===== src/rtl/jtag_master_pkg.sv =====
// Shared op codes, FSM states and fixed TMS sequences for the JTAG initiator.
// Sequences are stored LSB-first: bit i is the TMS value for the i-th TCK of that phase.
package jtag_master_pkg;

  localparam logic [1:0] OP_DR   = 2'd0;
  localparam logic [1:0] OP_IR   = 2'd1;
  localparam logic [1:0] OP_RST  = 2'd2;
  localparam logic [1:0] OP_IDLE = 2'd3;

  typedef enum logic [2:0] {
    S_RSTSEQ,
    S_IDLE,
    S_HDR,
    S_SHIFT,
    S_TRL,
    S_IDLECLK
  } state_e;

  localparam int         RST_LEN    = 6;
  localparam logic [7:0] RST_TMS    = 8'b0001_1111;
  localparam int         DR_HDR_LEN = 3;
  localparam logic [7:0] DR_HDR_TMS = 8'b0000_0001;
  localparam int         IR_HDR_LEN = 4;
  localparam logic [7:0] IR_HDR_TMS = 8'b0000_0011;
  localparam int         TRL_LEN    = 2;
  localparam logic [7:0] TRL_TMS    = 8'b0000_0001;

  // TMS for the fixed-pattern phases; data-dependent phases resolve to 0 here.
  function automatic logic seq_tms(state_e st, logic ir, logic [2:0] idx);
    logic b;
    case (st)
      S_RSTSEQ: b = RST_TMS[idx];
      S_HDR:    b = ir ? IR_HDR_TMS[idx] : DR_HDR_TMS[idx];
      S_TRL:    b = TRL_TMS[idx];
      default:  b = 1'b0;
    endcase
    return b;
  endfunction

endpackage


===== src/rtl/jtag_master_tckgen.sv =====
// TCK generator: divides clk by 2*CLKDIV while run is high, idles low.
// rise/fall are combinational strobes for the clk edge on which tck toggles.
module jtag_master_tckgen #(
  parameter int CLKDIV = 2
) (
  input  logic clk,
  input  logic rst_n,
  input  logic run,
  output logic tck,
  output logic rise,
  output logic fall
);

  localparam int DW = (CLKDIV > 1) ? $clog2(CLKDIV) : 1;

  logic [DW-1:0] div;
  logic          wrap;

  assign wrap = run && (div == DW'(CLKDIV - 1));
  assign rise = wrap && !tck;
  assign fall = wrap && tck;

  always_ff @(posedge clk or negedge rst_n) begin
    if (!rst_n) begin
      div <= '0;
      tck <= 1'b0;
    end else if (!run) begin
      div <= '0;
    end else if (wrap) begin
      div <= '0;
      tck <= ~tck;
    end else begin
      div <= div + DW'(1);
    end
  end

endmodule


===== src/rtl/jtag_master.sv =====
// JTAG initiator: turns DR/IR scan, TAP reset and idle-clock commands into
// TCK/TMS/TDI activity and returns TDO bits captured during Shift-xR.
module jtag_master
  import jtag_master_pkg::*;
#(
  parameter int W_DATA = 32,
  parameter int CLKDIV = 2
) (
  input  logic                      clk,
  input  logic                      rst_n,
  input  logic                      cmd_valid,
  output logic                      cmd_ready,
  input  logic [1:0]                cmd_op,
  input  logic [$clog2(W_DATA)-1:0] cmd_len,
  input  logic [W_DATA-1:0]         cmd_wdata,
  output logic                      rsp_valid,
  output logic [W_DATA-1:0]         rsp_rdata,
  output logic                      tck,
  output logic                      trst_n,
  output logic                      tms,
  output logic                      tdi,
  input  logic                      tdo
);

  localparam int LW   = $clog2(W_DATA);
  localparam int CNTW = (LW > 3) ? LW : 3;

  state_e            state, nxt_state;
  logic [CNTW-1:0]   cnt, nxt_cnt, len_w;
  logic [LW-1:0]     len;
  logic [W_DATA-1:0] wdata, cap;
  logic              is_ir, is_scan, in_cmd;
  logic              last_bit, nxt_tms, nxt_tdi;
  logic              run, rise, fall;

  assign run   = (state != S_IDLE);
  assign len_w = CNTW'(len);

  jtag_master_tckgen #(.CLKDIV(CLKDIV)) u_tckgen (
    .clk  (clk),
    .rst_n(rst_n),
    .run  (run),
    .tck  (tck),
    .rise (rise),
    .fall (fall)
  );

  // Next bit position and the TMS/TDI to present after the coming falling edge.
  always_comb begin
    last_bit  = 1'b0;
    nxt_state = state;
    case (state)
      S_RSTSEQ:  last_bit = (cnt == CNTW'(RST_LEN - 1));
      S_HDR:     last_bit = (cnt == (is_ir ? CNTW'(IR_HDR_LEN - 1) : CNTW'(DR_HDR_LEN - 1)));
      S_SHIFT,
      S_IDLECLK: last_bit = (cnt == len_w);
      S_TRL:     last_bit = (cnt == CNTW'(TRL_LEN - 1));
      default:   last_bit = 1'b0;
    endcase
    if (last_bit) begin
      case (state)
        S_HDR:   nxt_state = S_SHIFT;
        S_SHIFT: nxt_state = S_TRL;
        default: nxt_state = S_IDLE;
      endcase
    end
    nxt_cnt = last_bit ? '0 : cnt + CNTW'(1);
    if (nxt_state == S_SHIFT) begin
      nxt_tms = (nxt_cnt == len_w);
      nxt_tdi = wdata[nxt_cnt[LW-1:0]];
    end else begin
      nxt_tms = seq_tms(nxt_state, is_ir, nxt_cnt[2:0]);
      nxt_tdi = 1'b0;
    end
  end

  always_ff @(posedge clk or negedge rst_n) begin
    if (!rst_n) begin
      state     <= S_RSTSEQ;
      cnt       <= '0;
      tms       <= 1'b1;
      tdi       <= 1'b0;
      cmd_ready <= 1'b0;
      rsp_valid <= 1'b0;
      rsp_rdata <= '0;
      len       <= '0;
      wdata     <= '0;
      cap       <= '0;
      is_ir     <= 1'b0;
      is_scan   <= 1'b0;
      in_cmd    <= 1'b0;
    end else begin
      rsp_valid <= 1'b0;
      case (state)
        S_IDLE: begin
          if (cmd_valid && cmd_ready) begin
            cmd_ready <= 1'b0;
            len       <= cmd_len;
            wdata     <= cmd_wdata;
            cap       <= '0;
            is_ir     <= (cmd_op == OP_IR);
            is_scan   <= (cmd_op == OP_DR) || (cmd_op == OP_IR);
            in_cmd    <= 1'b1;
            cnt       <= '0;
            tdi       <= 1'b0;
            case (cmd_op)
              OP_DR, OP_IR: begin
                state <= S_HDR;
                tms   <= seq_tms(S_HDR, cmd_op == OP_IR, 3'd0);
              end
              OP_RST: begin
                state <= S_RSTSEQ;
                tms   <= seq_tms(S_RSTSEQ, 1'b0, 3'd0);
              end
              default: begin
                state <= S_IDLECLK;
                tms   <= 1'b0;
              end
            endcase
          end else begin
            cmd_ready <= 1'b1;
          end
        end
        default: begin
          if (rise && state == S_SHIFT)
            cap[cnt[LW-1:0]] <= tdo;
          if (fall) begin
            state <= nxt_state;
            cnt   <= nxt_cnt;
            tms   <= nxt_tms;
            tdi   <= nxt_tdi;
            // The power-on reset sequence has no requester, so it never responds.
            if (nxt_state == S_IDLE && in_cmd) begin
              rsp_valid <= 1'b1;
              rsp_rdata <= is_scan ? cap : '0;
              in_cmd    <= 1'b0;
            end
          end
        end
      endcase
    end
  end

  always_ff @(posedge clk or negedge rst_n) begin
    if (!rst_n) trst_n <= 1'b0;
    else        trst_n <= 1'b1;
  end

endmodule

===== config.mk =====
export PLATFORM = sky130hd
export DESIGN_NAME = jtag_master
export DESIGN_NICKNAME = d
export VERILOG_FILES = /design/src/rtl/jtag_master_pkg.sv /design/src/rtl/jtag_master_tckgen.sv /design/src/rtl/jtag_master.sv
export SDC_FILE = /design/constraint.sdc
export NUM_CORES = 1
export LEC_CHECK = 0
export ABC_AREA = 1
export CAP_MARGIN = 20
export CORE_MARGIN = 4
export CORE_UTILIZATION = 50
export CTS_CLUSTER_SIZE = 16
export DETAILED_ROUTE_END_ITERATION = 12
export GPL_ROUTABILITY_DRIVEN = 0
export PLACE_DENSITY = 0.78
export SLEW_MARGIN = 20
export SYNTH_ARGS = -nofsm -noshare
export SYNTH_HDL_FRONTEND = slang
export SYNTH_SLANG_ARGS = --single-unit

===== constraint.sdc =====
create_clock -name clk -period 2.8 [get_ports clk]
set_clock_uncertainty 0.1 [all_clocks]
set_input_delay 0.56 -clock clk [delete_from_list [all_inputs] [get_ports clk]]
set_output_delay 0.56 -clock clk [all_outputs]
set_load 0.05 [all_outputs]

Word level (Yosys, flattened, before mapping). Memory sizes are Yosys's and may differ from the RTL's. Index checks and enable logic that the tools add are counted.

ROM bits: 24. Register bits: 119. Memories kept: 3. Input port bits: 43. Output and inout port bits: 38. Word-level logic and storage cells: 114.

Memory list: (no name shown) (words 8, bits a word 1, rd ports 1, clocked after Yosys merged registers in 0, write ports 0, line jtag_master_pkg.sv:34) `S_TRL: b = TRL_TMS[idx];`; (no name shown) (words 8, bits a word 1, rd ports 1, clocked after Yosys merged registers in 0, write ports 0, line jtag_master_pkg.sv:33) `S_HDR: b = ir ? IR_HDR_TMS[idx] : DR_HDR_TMS[idx];`; (no name shown) (words 8, bits a word 1, rd ports 1, clocked after Yosys merged registers in 0, write ports 0, line jtag_master_pkg.sv:32) `S_RSTSEQ: b = RST_TMS[idx];`.

Multiplexer cells: 45. Add/sub/neg operators: 2. Reduce and logical (&&, ||, !) cells: 24. Magnitude comparators: 4. Bitwise operators: 2. Eq/ne operators: 18.

Operator list (count): $mux 32 (4); $bwmux 32 (1); $mux 1 (26); $mux 5 (4); $eq 3x2->1 const B (4); $lt 5x6->1 const B (2); $mux 3 (4); $pmux 3 s2 (2); $eq 5x5->1 (2); $eq 3x3->1 const B (3); $reduce_and 2->1 (4); $logic_and 1x1->1 (7); $eq 3x1->1 const B (2); $logic_not 3->1 (2); $reduce_and 3->1 (2); $reduce_bool 2->1 (3); $add 5x1->5 const B (1); $bmux 1 s5 (1); $demux 1 s5 (1); $eq 5x1->1 const B (1); $eq 5x2->1 (1); $eq 5x3->1 const B (1); $ge 5x1->1 const B (1); $lt 3x4->1 const B (1); other kinds (13) (15).

Longest topological paths before layout.
Depth after elaboration: 11. Mapped depth: 21. Depth with buffers taken out: 21.

Cells and area by module. From an unflattened synthesis, not the netlist that was laid out.

Cells, all modules: 731. Area total of the unflattened synthesis: 5808.1 sq um.

Modules (own cells, without submodules): jtag_master (cells each 720, area each 5723.0 sq um, seq. area each 2929.1 sq um, instances 1); jtag_master_tckgen (cells each 11, area each 85.1 sq um, seq. area each 50.0 sq um, instances 1).

Least setup slack after synthesis. Ideal clock, no wire load.

Kind: register to register. Start point: reg state[2]. End point: reg rsp_rdata[16]. Buffers on the path: 2. Stages on the path, launching flop included: 15. Period minus slack after synthesis: 2.581 ns. Arrival time: 2.360 ns. Required time: 2.579 ns. Library setup time: 0.121 ns. Path slack: 0.219 ns. Cell sequence: dfrtp_1 inv_2 ha_1 nor2_1 nand3_1 nand2_1 nand3_1 nor2_2 nand3_4 o21ai_2 nand3_1 nor3_2 buf_4 buf_2 o21ai_1.

Longest elaborated chain between the ends: 7. Elaborated cells on any way between the ends: 17. Classes of those cells: eq/ne: 7; mux: 3; bitwise: 1; reduce/logical: 6.

Ends and longest elaborated chain: from (decl) (line jtag_master.sv:28) `state_e state, nxt_state;`; from (signal assigned) (line jtag_master.sv:128) `state <= nxt_state;`; $eq 3x2->1 / $eq 3x3->1 (equally long branches) (line jtag_master.sv:52, jtag_master.sv:61); $reduce_or 2->1 (line jtag_master.sv:52) `case (state)`; $pmux 1 s4 (line jtag_master.sv:52); $mux 3 (line jtag_master.sv:60) `if (last_bit) begin`; $eq 3x1->1 (line jtag_master.sv:133) `if (nxt_state == S_IDLE && in_cmd) begin`; $logic_and 1x1->1 (line jtag_master.sv:133); $reduce_and 3->1 (no source line) *; to (signal assigned) (line jtag_master.sv:135) `rsp_rdata <= is_scan ? cap : '0;`; to (decl) (line jtag_master.sv:17) `output logic [W_DATA-1:0] rsp_rdata,`.

Every way passes the cells marked *; elsewhere a longest branch is shown, timed or not. A chain may end at the register's enable or synchronous reset.

Worst setup path in the final report.
Start point: reg state[1]. End point: reg rsp_rdata[31].

Same word-level chain as after synthesis.

==> summary.txt <==
Status
  – Result of the run: complete, no violations

Worst hold path
  – Hold/Removal Path Class: in2async

Worst setup path
  – Slowest Stage Delay on Critical Path: 0.43 ns
  – Worst Path Arrival: 2.99 ns
  – Crit. End Element: flip-flop
  – Required time reported for the critical path endpoint: 3.02 ns
  – Launching element type of the critical path: flip-flop
  – Slowest stage cell, crit path: sky130_fd_sc_hd__dfrtp_1
  – Cell family contributing the most delay on the critical path: simple AND/OR/NAND/NOR gates
  – Maximum fanout count along the critical path: 5
  – CP cell instances: ha_4 -> a21oi_2 -> nand3_1 -> nand2_1 -> nand2_1 -> nor2_4 -> nand3_4 -> o21ai_4 -> nand3_2 -> nor3_4 -> buf_6 -> clkbuf_16 -> nand3_1 -> o21ai_1
  – Critical path start-end classification: reg2reg
  – Critical path buffers and inverters: 2

GRT
  – Vias in the first global route: 5233
  – Pin count of the biggest net entering global routing: 53
  – All-layer global routing usage: 0.228
  – Global-route wire length before repair: 24600 um
  – Number of antenna violations at the first check in global routing: 0
  – Residual overflow from global routing: 0

CTS
  – Clock latency on the worst-skew pair: 0.41 ns
  – Root cell of the clock tree: sky130_fd_sc_hd__clkbuf_16
  – Inserted Clock Buffers: 17
  – H-Tree Depth: 4
  – TritonCTS clock tree: built
  – Clock buffer depth: 2
  – Clock transition at the register clock pins on the worst setup and hold paths after CTS: 0.06 ns
  – Sink count of the clock tree: 119
  – Number of hold-repair buffers added at the cts stage: 0

Route
  – Detailed-route via count: 5551
  – Vias per Instance: 5.53
  – Pre-antenna DRT Iters: 5
  – Iteration-0 DRC Markers: 572
  – Total detailed-routing wirelength: 15700 um
  – Number of design rule violations left after detail routing: 0
  – Drt wl/cell: 15.6 um
  – Antenna violation net count after detailed routing: 0

Floorplan
  – Width of the chip: 116 um
  – Area enclosed by the die boundary: 0.0135 mm2
  – Number of top-level pins: 81
  – Die Y-Extent: 116 um
  – Starting density of the core: 0.512
  – Core Rows: 39
  – Core area: 0.0114 mm2

STA
  – Final critical-path required period: 2.77 ns
  – Pins Over Slew Limit: 0
  – Final Hold Viols: 0
  – Worst-case hold slack: 0.00731 ns
  – Post-route fraction of the period consumed by the critical path: 0.991
  – Measured slew at the worst slew-check pin: 1.05 ns
  – Final worst setup slack: 0.0265 ns
  – Sum of negative setup slack: 0 ns
  – Max Freq: 361 MHz
  – Count of endpoints failing setup in the final report: 0
  – Slew headroom: 0.297

Finish
  – Fill cell instance count of the final layout: 909
  – Antenna diode instance count: 0
  – Most used cells in the layout excluding fill and tap cells: 241 x sky130_fd_sc_hd__nand2_1, 118 x sky130_fd_sc_hd__dfrtp_1, 85 x sky130_fd_sc_hd__inv_1
  – FF/Latch Area: 0.00298 mm2
  – Multi-input logic area: 0.00250 mm2
  – Fraction of final layout cells with drive strength greater than 1: 0.106
  – Number of nets in the final layout: 895
  – Most frequent standard cell in the layout excluding fill and tap cells: sky130_fd_sc_hd__nand2_1
  – Synth-to-Final Area Change: 33.6%

Placed design
  – Post-detail-place hpwl: 9370 um
  – Count of buffers inserted at the top-level ports: 80
  – Post-placement worst setup slack: -0.00202 ns

Pwr
  – Total Power: 8.63 mW
  – Leakage power summed over all cells: 3.62 nW
  – Worst voltage drop across the vdd grid: 0.486 mV
  – Total power per unit cell area: 1100 mW/mm2

Yosys
  – Seq/Total Area, Yosys: 0.510
  – Post-Syn Area: 0.00584 mm2
  – Post-Syn Nets: 801
  – Count of distinct cell types in the synthesized netlist: 34
  – Synthesized area per cell: 7.76 um2
  – Number of warnings printed during yosys synthesis: 0
  – Yosys reg bits: 119
  – Mapped Cells: 753

Job
  – Max-capacitance violation count: 0
[Yosys cell counts]
library cell / n / share of area
sky130_fd_sc_hd__nand2_1: 246 / 0.16
sky130_fd_sc_hd__dfrtp_1: 118 / 0.51
sky130_fd_sc_hd__inv_1: 85 / 0.055
sky130_fd_sc_hd__nand3_1: 84 / 0.072
sky130_fd_sc_hd__o21ai_0: 49 / 0.042
sky130_fd_sc_hd__nor2_1: 36 / 0.023
sky130_fd_sc_hd__o31ai_1: 33 / 0.042
sky130_fd_sc_hd__clkbuf_1: 26 / 0.017
sky130_fd_sc_hd__o21ai_1: 26 / 0.022
sky130_fd_sc_hd__nand4_1: 6 / 0.0064
sky130_fd_sc_hd__ha_1: 5 / 0.011
sky130_fd_sc_hd__o22ai_1: 5 / 0.0054
sky130_fd_sc_hd__buf_2: 4 / 0.0034
sky130_fd_sc_hd__buf_4: 4 / 0.0051
sky130_fd_sc_hd__buf_1: 3 / 0.0019
sky130_fd_sc_hd__inv_2: 3 / 0.0019
sky130_fd_sc_hd__nand2_2: 2 / 0.0021
sky130_fd_sc_hd__nor2_2: 2 / 0.0021
sky130_fd_sc_hd__a21boi_0: 1 / 0.0013
sky130_fd_sc_hd__a21oi_1: 1 / 0.00086
sky130_fd_sc_hd__a22oi_1: 1 / 0.0013
sky130_fd_sc_hd__clkinv_1: 1 / 0.00064
sky130_fd_sc_hd__conb_1: 1 / 0.00064
sky130_fd_sc_hd__dfstp_2: 1 / 0.0045
sky130_fd_sc_hd__nand3_4: 1 / 0.0030
sky130_fd_sc_hd__nor3_1: 1 / 0.00086
sky130_fd_sc_hd__nor3_2: 1 / 0.0017
sky130_fd_sc_hd__o2111ai_1: 1 / 0.0015
sky130_fd_sc_hd__o211ai_1: 1 / 0.0013
sky130_fd_sc_hd__o21ai_2: 1 / 0.0015
sky130_fd_sc_hd__o221ai_1: 1 / 0.0015
sky130_fd_sc_hd__or2_2: 1 / 0.0011
sky130_fd_sc_hd__xnor2_1: 1 / 0.0015
sky130_fd_sc_hd__xor2_1: 1 / 0.0015
[cell families (layout without fill, tap and decap cells)]
| group | count (synthesis) | after routing | synth area share |
|---|---|---|---|
| other | 1 | 1 | 0.000642 |
| adders and majority gates | 5 | 5 | 0.0107 |
| and+or+nand+nor | 380 | 381 | 0.270 |
| xor gates and xnor gates | 2 | 2 | 0.00300 |
| buffers and inverters | 126 | 232 | 0.0843 |
| DFF | 119 | 119 | 0.510 |
| AOI/OAI and AO/OA | 120 | 120 | 0.121 |
[power by group]
| part | switching [mW] | internal [mW] | leakage (nW) |
|---|---|---|---|
| registers | 0.337 | 2.14 | 1.58 |
| clock network | 0.790 | 1.60 | 0.309 |
| logic | 2.42 | 1.34 | 1.73 |
| total | 3.55 | 5.08 | 3.62 |
[through the flow]
stage	cells	instance area, um2	util
2_1_floorplan	753	5840	-
3_3_place_gp	957	6860	0.600
3_5_place_dp	957	6860	0.600
4_1_cts	991	7530	0.660
5_1_grt	1003	7810	0.684
6_report	1003	7810	0.684
[cell type report]
| class | instances | share of cell area |
|---|---|---|
| Clock inverter | 13 | 0.0258 |
| Inverter | 89 | 0.0428 |
| Sequential cell | 119 | 0.381 |
| Tap cell | 143 | 0.0229 |
| Clock buffer | 19 | 0.0567 |
| Timing Repair Buffer | 111 | 0.151 |
| Multi-Input combinational cell | 509 | 0.320 |
[sequential cells by signal, indices dropped and copies added (netlist names)]
| signal | flops |
|---|---|
| cmd_ready | 1 |
| in_cmd | 1 |
| rsp_valid | 1 |
| is_ir | 1 |
| rsp_rdata | 32 |
| cap | 32 |
| state | 3 |
| u_tckgen.div | 1 |
| tms | 1 |
| is_scan | 1 |
| tdi | 1 |
| len | 5 |
| wdata | 32 |
| trst_n | 1 |
| cnt | 5 |
| u_tckgen.tck | 1 |
[worst reg2reg max path: stages, from the launching register on]
cell and delay (ns):
sky130_fd_sc_hd__dfrtp_1 0.43, sky130_fd_sc_hd__ha_4 0.29, sky130_fd_sc_hd__a21oi_2 0.12, sky130_fd_sc_hd__nand3_1 0.11
sky130_fd_sc_hd__nand2_1 0.07, sky130_fd_sc_hd__nand2_1 0.10, sky130_fd_sc_hd__nor2_4 0.22, sky130_fd_sc_hd__nand3_4 0.14
sky130_fd_sc_hd__o21ai_4 0.19, sky130_fd_sc_hd__nand3_2 0.12, sky130_fd_sc_hd__nor3_4 0.23, sky130_fd_sc_hd__buf_6 0.19
sky130_fd_sc_hd__clkbuf_16 0.16, sky130_fd_sc_hd__nand3_1 0.06, sky130_fd_sc_hd__o21ai_1 0.16
[layer usage]
layer	track usage	routed length, um	share of wire
met5	0	0	0
met4	0.0858	363	0.023
met3	0.0472	992	0.063
met2	0.379	7830	0.50
met1	0.296	6470	0.41
[final timing paths]
check                              from            end  slack, ns  cells past startpoint
max reg2reg                    state[1]  rsp_rdata[31]       0.03                     14
max                            state[1]  rsp_rdata[31]       0.03                     14
min in group clk           u_tckgen.div   u_tckgen.div       0.33                      1
min reg2reg                u_tckgen.div   u_tckgen.div       0.33                      1
min                               rst_n      rsp_valid      0.007                      1
max in group asynchronous         rst_n      wdata[29]       1.79                      2
[what timing repair did]
| item | CTS | global route |
|---|---|---|
| gates cloned | 1 | 6 |
| pin swaps | 1 | 9 |
| setup endpoints to repair | 9 | 36 |
| gates resized for setup | 1 | 31 |
| setup buffers | 1 | 6 |
Power figures use the tool's default switching activity.
